**config.mk**
```make
export PLATFORM = sky130hd
export DESIGN_NAME = mc_core_hs_flat
export DESIGN_NICKNAME = d
export VERILOG_FILES = /design/src/rtl/mc_core_hs_if.sv /design/src/rtl/mc_core_hs.sv /design/src/flat_wrapper.sv
export SDC_FILE = /design/constraint.sdc
export NUM_CORES = 2
export LEC_CHECK = 0
export CORE_MARGIN = 3
export CORE_UTILIZATION = 34
export CTS_BUF_LIST = sky130_fd_sc_hd__clkbuf_8
export CTS_CLUSTER_DIAMETER = 50
export DETAILED_ROUTE_END_ITERATION = 8
export PLACE_DENSITY = 0.47
export SYNTH_ARGS = -nofsm -noshare
export SYNTH_HDL_FRONTEND = slang
export SYNTH_SLANG_ARGS = --single-unit
```
**constraint.sdc**
```tcl
create_clock -name clk -period 6.12 [get_ports clk]
set_input_delay 1.53 -clock clk [delete_from_list [all_inputs] [get_ports clk]]
set_output_delay 1.53 -clock clk [all_outputs]
set_load 0.005 [all_outputs]
```
**src/rtl/mc_core_hs_if.sv**
```systemverilog
// Unified instruction/data memory bus for mc_core_hs.
// req/ack handshake: the core holds a request until the edge where ack=1.
interface mc_core_hs_if;
  logic        mem_req;
  logic        mem_we;
  logic [31:0] mem_addr;
  logic [31:0] mem_wdata;
  logic [31:0] mem_rdata;
  logic        mem_ack;

  modport master (
    output mem_req,
    output mem_we,
    output mem_addr,
    output mem_wdata,
    input  mem_rdata,
    input  mem_ack
  );

  modport slave (
    input  mem_req,
    input  mem_we,
    input  mem_addr,
    input  mem_wdata,
    output mem_rdata,
    output mem_ack
  );
endinterface

```
**src/rtl/mc_core_hs.sv**
```systemverilog
// Multicycle MIPS-subset core with req/ack memory handshake.
// Optional overflow trap (TRAP state, trap port) under `MC_OVF_TRAP_EN.
module mc_core_hs #(
  parameter logic [31:0] RESET_PC = 32'h0000_0000,
  parameter int          NREGS    = 32
) (
  input  logic         clk,
  input  logic         rst,
  mc_core_hs_if.master mem,
  output logic [31:0]  pc,
  output logic [31:0]  instruction,
  output logic [31:0]  ALUOut,
  output logic         overflow,
  output logic         retire,
  output logic         illegal
`ifdef MC_OVF_TRAP_EN
  ,
  output logic         trap
`endif
);

  localparam int IW = $clog2(NREGS);

  typedef enum logic [3:0] {
    FETCH,
    DECODE,
    MEMADR,
    MEMRD,
    MEMWB,
    MEMWR,
    EXEC,
    ALUWB,
    ADDIEX,
    ADDIWB,
    BRANCH,
    JUMP,
    ILLEGAL
`ifdef MC_OVF_TRAP_EN
    ,
    TRAP
`endif
  } state_t;

  state_t state;
  state_t state_n;

  logic [31:0] a;
  logic [31:0] b;
  logic [31:0] mdr;
  logic [31:0] rf [NREGS];

  logic [5:0]    op;
  logic [5:0]    funct;
  logic [IW-1:0] rs;
  logic [IW-1:0] rt;
  logic [IW-1:0] rd;
  logic [31:0]   simm;

  assign op    = instruction[31:26];
  assign funct = instruction[5:0];
  assign rs    = instruction[21 +: IW];
  assign rt    = instruction[16 +: IW];
  assign rd    = instruction[11 +: IW];
  assign simm  = {{16{instruction[15]}}, instruction[15:0]};

  logic is_r;
  logic is_lw;
  logic is_sw;
  logic is_beq;
  logic is_addi;
  logic is_j;

  assign is_r    = (op == 6'h00) &&
                   (funct inside {6'h20, 6'h22, 6'h24,
                                  6'h25, 6'h2A});
  assign is_lw   = (op == 6'h23);
  assign is_sw   = (op == 6'h2B);
  assign is_beq  = (op == 6'h04);
  assign is_addi = (op == 6'h08);
  assign is_j    = (op == 6'h02);

  logic [31:0] alu_b;
  logic [31:0] sum;
  logic [31:0] diff;
  logic [31:0] alu_y;
  logic        add_ovf;
  logic        sub_ovf;
  logic        alu_ovf;

  assign alu_b   = (state == EXEC) ? b : simm;
  assign sum     = a + alu_b;
  assign diff    = a - alu_b;
  assign add_ovf = (a[31] == alu_b[31]) && (sum[31] != a[31]);
  assign sub_ovf = (a[31] != alu_b[31]) && (diff[31] != a[31]);

  always_comb begin
    alu_y   = sum;
    alu_ovf = add_ovf;
    if (state == EXEC) begin
      case (funct)
        6'h22: begin
          alu_y   = diff;
          alu_ovf = sub_ovf;
        end
        6'h24: begin
          alu_y   = a & b;
          alu_ovf = 1'b0;
        end
        6'h25: begin
          alu_y   = a | b;
          alu_ovf = 1'b0;
        end
        6'h2A: begin
          alu_y   = {31'b0, $signed(a) < $signed(b)};
          alu_ovf = 1'b0;
        end
        default: ;
      endcase
    end
  end

  // Only arithmetic execute states report overflow; address calc does not.
  assign overflow = alu_ovf && ((state == EXEC) || (state == ADDIEX));

  logic          req;
  logic          we;
  logic [31:0]   addr;
  logic          ret;
  logic          rf_we;
  logic [IW-1:0] rf_wa;
  logic [31:0]   rf_wd;
`ifdef MC_OVF_TRAP_EN
  logic          trap_c;
`endif

  always_comb begin
    state_n = state;
    req     = 1'b0;
    we      = 1'b0;
    addr    = pc;
    ret     = 1'b0;
    rf_we   = 1'b0;
    rf_wa   = rt;
    rf_wd   = ALUOut;
`ifdef MC_OVF_TRAP_EN
    trap_c  = 1'b0;
`endif
    case (state)
      FETCH: begin
        req = 1'b1;
        if (mem.mem_ack) state_n = DECODE;
      end
      DECODE: begin
        unique case (1'b1)
          is_lw || is_sw: state_n = MEMADR;
          is_r:           state_n = EXEC;
          is_addi:        state_n = ADDIEX;
          is_beq:         state_n = BRANCH;
          is_j:           state_n = JUMP;
          default:        state_n = ILLEGAL;
        endcase
      end
      MEMADR: state_n = is_lw ? MEMRD : MEMWR;
      MEMRD: begin
        req  = 1'b1;
        addr = ALUOut;
        if (mem.mem_ack) state_n = MEMWB;
      end
      MEMWB: begin
        rf_we   = 1'b1;
        rf_wd   = mdr;
        ret     = 1'b1;
        state_n = FETCH;
      end
      MEMWR: begin
        req  = 1'b1;
        we   = 1'b1;
        addr = ALUOut;
        if (mem.mem_ack) begin
          ret     = 1'b1;
          state_n = FETCH;
        end
      end
`ifdef MC_OVF_TRAP_EN
      EXEC:   state_n = overflow ? TRAP : ALUWB;
      ADDIEX: state_n = overflow ? TRAP : ADDIWB;
      TRAP: begin
        trap_c  = 1'b1;
        state_n = FETCH;
      end
`else
      EXEC:   state_n = ALUWB;
      ADDIEX: state_n = ADDIWB;
`endif
      ALUWB: begin
        rf_we   = 1'b1;
        rf_wa   = rd;
        ret     = 1'b1;
        state_n = FETCH;
      end
      ADDIWB: begin
        rf_we   = 1'b1;
        ret     = 1'b1;
        state_n = FETCH;
      end
      BRANCH, JUMP: begin
        ret     = 1'b1;
        state_n = FETCH;
      end
      ILLEGAL: state_n = ILLEGAL;
      default: state_n = FETCH;
    endcase
  end

  // Handshake and strobes are forced low while reset is asserted.
  assign mem.mem_req   = req & rst;
  assign mem.mem_we    = we & rst;
  assign mem.mem_addr  = addr;
  assign mem.mem_wdata = b;
  assign retire        = ret & rst;
`ifdef MC_OVF_TRAP_EN
  assign trap          = trap_c & rst;
`endif

  always_ff @(posedge clk) begin
    if (!rst) begin
      state       <= FETCH;
      pc          <= RESET_PC;
      instruction <= '0;
      ALUOut      <= '0;
      a           <= '0;
      b           <= '0;
      mdr         <= '0;
      illegal     <= 1'b0;
      for (int i = 0; i < NREGS; i++) rf[i] <= '0;
    end else begin
      state <= state_n;
      if (state_n == ILLEGAL) illegal <= 1'b1;
      if (rf_we && (rf_wa != '0)) rf[rf_wa] <= rf_wd;
      case (state)
        FETCH: begin
          if (mem.mem_ack) begin
            instruction <= mem.mem_rdata;
            pc          <= pc + 32'd4;
          end
        end
        DECODE: begin
          a      <= rf[rs];
          b      <= rf[rt];
          ALUOut <= pc + {simm[29:0], 2'b00};
        end
        MEMADR, EXEC, ADDIEX: ALUOut <= alu_y;
        MEMRD: begin
          if (mem.mem_ack) mdr <= mem.mem_rdata;
        end
        BRANCH: begin
          if (a == b) pc <= ALUOut;
        end
        JUMP: pc <= {pc[31:28], instruction[25:0], 2'b00};
`ifdef MC_OVF_TRAP_EN
        TRAP: pc <= 32'h0000_0080;
`endif
        default: ;
      endcase
    end
  end

endmodule

```
**src/flat_wrapper.sv**
```systemverilog
// flat-port wrapper written by rule: the top's interface ports become plain ports
module mc_core_hs_flat 
#(
  parameter logic [31:0] RESET_PC = 32'h0000_0000,
  parameter int          NREGS    = 32
)
  (clk, rst, pc, instruction, ALUOut, overflow, retire, illegal, mem_mem_req, mem_mem_we, mem_mem_addr, mem_mem_wdata, mem_mem_rdata, mem_mem_ack);
  mc_core_hs_if mem_i ();
  input  logic clk;
  input  logic rst;
  output logic [31:0] pc;
  output logic [31:0] instruction;
  output logic [31:0] ALUOut;
  output logic overflow;
  output logic retire;
  output logic illegal;
  output wire logic [$bits(mem_i.mem_req)-1:0] mem_mem_req;
  output wire logic [$bits(mem_i.mem_we)-1:0] mem_mem_we;
  output wire logic [$bits(mem_i.mem_addr)-1:0] mem_mem_addr;
  output wire logic [$bits(mem_i.mem_wdata)-1:0] mem_mem_wdata;
  input wire logic [$bits(mem_i.mem_rdata)-1:0] mem_mem_rdata;
  input wire logic [$bits(mem_i.mem_ack)-1:0] mem_mem_ack;
  assign mem_mem_req = mem_i.mem_req;
  assign mem_mem_we = mem_i.mem_we;
  assign mem_mem_addr = mem_i.mem_addr;
  assign mem_mem_wdata = mem_i.mem_wdata;
  assign mem_i.mem_rdata = mem_mem_rdata;
  assign mem_i.mem_ack = mem_mem_ack;
  mc_core_hs #(.RESET_PC(RESET_PC), .NREGS(NREGS)) u_core (.clk(clk), .rst(rst), .mem(mem_i), .pc(pc), .instruction(instruction), .ALUOut(ALUOut), .overflow(overflow), .retire(retire), .illegal(illegal));
endmodule
```
After elaboration in Yosys (flattened, before gate mapping)
Memory sizes are Yosys's and may differ from the RTL's. A register that Yosys moved wholly into a read port is not among the register bits.
Index checks and enable logic that the tools add are counted.
Word-level totals
  flip-flop bits (word level): 133
  bits in writable memories: 1024
  bits of input ports: 35
  logic and storage cells: 106
  memories kept: 1
Memories
  u_core.rf: depth 32, bits a word 32, rd ports 2, clocked after Yosys merged registers in 2, wr ports 32, RTL line mc_core_hs.sv:50  | logic [31:0] rf [NREGS];
Operators by class
  add/sub/neg operators: 4
  order comparisons: 1
  eq/ne operators: 30
  mux-type cells: 30
  bitwise operators: 6
  reductions and logical operators: 27
Operators by type and width (count)
  $mux 32: 7
  $pmux 32 s4: 1
  $pmux 32 s3: 1
  $add 32x32->32: 2
  $pmux 32 s2: 1
  $eq 6x6->1 const B: 7
  $add 32x3->32 const B: 1
  $and 32x32->32: 1
  $eq 32x32->1: 1
  $lt 32x32->1: 1
  $or 32x32->32: 1
  $pmux 4 s8: 1
  $reduce_or 32->1: 1
  $sub 32x32->32: 1
  $eq 4x4->1 const B: 6
  $pmux 4 s5: 1
  $eq 4x3->1 const B: 4
  $mux 4: 3
  $reduce_or 3->1: 4
  $mux 1: 10
  $mux 5: 2
  $reduce_bool 5->1: 2
  $eq 4x2->1 const B: 2
  $eq 6x2->1 const B: 1
  other kinds (23): 36

Longest topological paths before layout
  depth after elaboration: 9
  mapped depth: 20
  gate-level depth less buffers: 18

Worst setup path after synthesis
No wires, ideal clock.
  path kind: flip-flop to output port
  from: register u_core.state[1]
  to: output overflow
  arrival time: 3879 ps
  data required time: 4590 ps
  path slack: 711 ps
  stages on the path, launching flop included: 21
  cells stage by stage: dfxtp_1 buf_2 inv_1 nor2_1 nand2_1 clkbuf_1 nand2_1 clkbuf_1 o21ai_0 ha_1 buf_2 or3_1 nor2_1 a21boi_1 o31ai_1 a21oi_1 nor3_2 a21oi_2 and3_1 o21ai_1 o211ai_1
Between the ends
  word-level cells in the longest chain between the ends: 8
  elaborated cells on any way between the ends: 15
  those cells by class: add/sub (2); eq/ne (6); mux (3); reduce/logical (4)
RTL lines
  from (decl): RTL line mc_core_hs.sv:44  | state_t state;
  from (signal assigned): RTL line mc_core_hs.sv:237  | state <= state_n;
  $eq 4x3->1: RTL line mc_core_hs.sv:90, mc_core_hs.sv:99, mc_core_hs.sv:123
  $mux 32: RTL line mc_core_hs.sv:90  | assign alu_b = (state == EXEC) ? b : simm;
  $add 32x32->32 or $sub 32x32->32 (tied branches): RTL line mc_core_hs.sv:91, mc_core_hs.sv:92
  $ne 1x1->1 (on tied branches): RTL line mc_core_hs.sv:93, mc_core_hs.sv:94
  $logic_and 1x1->1 (on tied branches): RTL line mc_core_hs.sv:93, mc_core_hs.sv:94
  $pmux 1 s2: RTL line mc_core_hs.sv:100  | case (funct)
  $mux 1: RTL line mc_core_hs.sv:99  | if (state == EXEC) begin
  $logic_and 1x1->1 *: RTL line mc_core_hs.sv:123  | assign overflow = alu_ovf && ((state == EXEC) || (state == ADDIEX));
  to (decl): RTL line flat_wrapper.sv:14  | output logic overflow;
Every way passes the cells marked *; elsewhere a longest branch is shown, timed or not.

Worst setup path after layout
Same ends and word-level chain as after synthesis.

==> flow_summary.toml <==
[grt]
antenna_found_initial = 6
grt_max_degree = 111
grt-ovfl-total = 0
grtUsageTotal_pct = 26.1
grt_pass1_vias = 49375
grt_pass1_wl_um = 381000

[worst_setup_path]
critical-path-top-delay-family = "simple AND/OR/NAND/NOR gates"
path_class = "flop to primary output"
critPathMaxFanout = 5
reg2reg_depth = 20
worst_setup_path_start_kind = "flop"
crit_start = "u_core.state[1]"
r2r_setup_slack_ns = 1.07
required_ns = 4.59
crit_path_max_incr_delay_ns = 0.53
worstPathCellList = "inv_2 > nor2_4 > nand2_4 > buf_12 > buf_12 > a21o_1 > ha_4 > or4_4 > nand2b_4 > nor3_4 > o2111ai_2 > buf_4 > a21oi_2 > nor3_2 > a21oi_2 > and3_4 > o21ai_1 > o211ai_1 > buf_4 > buf_6"
cp-endpoint = "overflow"
end_kind = "primary output"
r2r-end = "u_core.ALUOut[26]"
crit_arrival_ns = 5.00
crit_cells = 20
slowest_stage = "or4_4"
r2r_start = "u_core.state[1]"
cp_num_buf_inv = 6

[final_layout]
area_growth_pct = 15.6
nets = 5804
final_common_cell = "nor2_1"
drive_above_1_share_pct = 24.0
final_cell_mix = "nor2_1 (1,224), edfxtp_1 (1,024), mux4_2 (640)"

[status]
violations = "negative setup slack"
status = "finished with violations"

[power]
p_per_area_mw_per_mm2 = 402
finalPower_mw = 31.6
comb_power_share_pct = 42.5
p_int_mw = 18.8
clkPwrFrac_pct = 23.7
seq_power_share_pct = 33.8
irDropWorstVdd_mv = 0.256
leakagePower_nw = 25.9
power.switching_mw = 12.8
p_sw_share_pct = 40.6

[floorplanning]
fp.dieW_um = 454
die_area_sq_mm = 0.206
coreArea_sq_mm = 0.198
io_pins = 200
die_h_um = 454
initial_utilization_pct = 34.3
rows = 163

[timing]
clock.fmax_ghz = 0.153
finalHoldViolCount = 0
rsz0062_at_grt = "true"
worstMarginPinSlew_ns = 1.25
finalClockSkew_ns = 0.0613
setup_violations = 1
fin_crit_sh_pct = 107
fin_tns_setup_ns = -0.407
fin_crit_ns = 6.53
fin_ws_ns = -0.407
slew_headroom_pct = 15.0
slew_violations = 0

[synthesis]
synthFlopType = "edfxtp_1"
yosys.area.top_type = "edfxtp_1"
ys_types = 97
synth_edf_count = 1024
synth_seq_cells = 1221
ys_warn_count = 0
synth_area_per_cell_sq_um = 12.7
syn_inst = 5379
yosysSeqAreaShare_pct = 50.9
synthTopCellsByArea = "edfxtp_1 (45%), mux4_2 (21%), nor2_1 (6.8%)"
mappedNetlistArea_sq_mm = 0.0681
synth-async-reset-ratio_pct = 0
netlist.area_leader.share_pct = 45.2

[clock_tree]
ctsLongestPathBuffers = 3
cts_buffers = 218
tritoncts = "yes"
clock-sinks = 1221
cts_root_buf = "clkbuf_8"
htree_levels = 4
ctsHoldBuffers = 0
path_clk_slew_ns = 0.06
clk_latency_ns = 0.99

[detailed_routing]
ant_nets = 0
firstDrtPassIters = 8
drtIter0Drc = 4827
wl_um = 272000
post-route-drc-count = 0
num_vias = 48894
viasPerCell = 5.82
wl_per_cell_um = 32.4

[hold_path]
hold_start = "u_core.mdr[27]"
min_path_type = "flop to flop"

[place]
port_buffers = 199
globalplace.congestion = 0.919
post-place-ws_ns = -0.0399
place_hpwl_um = 173000

[job]
timing.max_cap.violations = 0
worst min-delay path by stage:
stage / end / cells after the start
after floorplan: u_core.mdr[0] / 2
after global placement: u_core.mdr[10] / 2
final: u_core.mdr[27] / 2
after CTS: u_core.mdr[7] / 2
after detailed placement: u_core.mdr[7] / 2
after global routing: u_core.mdr[0] / 2
cell usage after synthesis (26+ instances only):
library cell,count
buf_1,27
a21o_1,41
nor2_1,1236
mux2_2,34
mux2i_1,109
a21oi_1,253
xnor2_1,31
nand3_1,27
o21bai_1,26
a211oi_1,100
ha_1,189
clkbuf_1,316
nand2_1,299
buf_2,136
inv_1,157
nor3_1,49
dfxtp_1,197
mux4_2,640
edfxtp_1,1024
o21ai_0,103
what timing repair did:
item	in CTS	in global routing
pin swaps	17	18
resized for setup	26	39
setup buffers	9	5
endpoints found under the setup margin	1	1
gates cloned	3	0
tightest hold or removal path: cells and delay by family, from the launching register on:
kind             cells  cell delay, ns
flip-flops           1            0.33
AND/OR/NAND/NOR      1            0.06
AO/OA/AOI/OAI        1            0.05
power by group through the flow:
stage	registers [mW]	clock network [mW]	logic, mW
detailed placement	10.8	0	13.1
CTS	10.7	7.67	13.2
floorplan	10.2	0	8.03
global route	10.8	8.04	14.3
global placement	10.8	0	13.1
finish	10.7	7.50	13.4
sequential cells by signal (all words and copies together), names as in the netlist:
name and cells:
u_core.instruction 32, u_core.ALUOut 32, u_core.illegal 1, u_core.mdr 32, u_core.a 32, u_core.mem.mem_wdata 32, u_core.rf 1024, u_core.state 4
u_core.pc 32
cells by family after synthesis:
kind of cell	Yosys count	share of synthesized area, %
adder cells (fa/ha/maj)	192	3.56
other	1	0.00551
XOR/XNOR	44	0.566
flip-flops	1221	50.9
AO/OA/AOI/OAI	746	7.33
AND/OR/NAND/NOR	1744	10.4
buffers and inverters	648	3.88
multiplexers	783	23.3
stage by stage:
step	std cells	utilization (%)	hold WS (ns)	cell area (sq um)
floorplan	5410	-	0.436	68200
finish	8395	39.7	0.488	78700
global route	8394	39.7	0.509	78700
detailed placement	7980	37.4	0.481	74100
CTS	8386	39.6	0.489	78500
global placement	7980	37.4	0.474	74100
area by class of cell:
type	instances	area (sq um)
fillers	18889	120000
flip-flops and latches	1221	34700
multi-input cells	3541	31700
repair buffers	435	4200
well taps	2640	3300
clock buffers	229	3150
clock inverters	165	978
inverters	160	613
diodes	4	10.0
layer usage:
metal | vias up | global-route usage, % | routed length [um]
met5 | - | 0 | 0
met4 | 0 | 12.2 | 14300
met3 | 616 | 4.36 | 19200
met2 | 2162 | 44.0 | 132000
met1 | 25428 | 32.9 | 107000
li1 | 20688 | - | -
(Power assumes the default switching activity.)
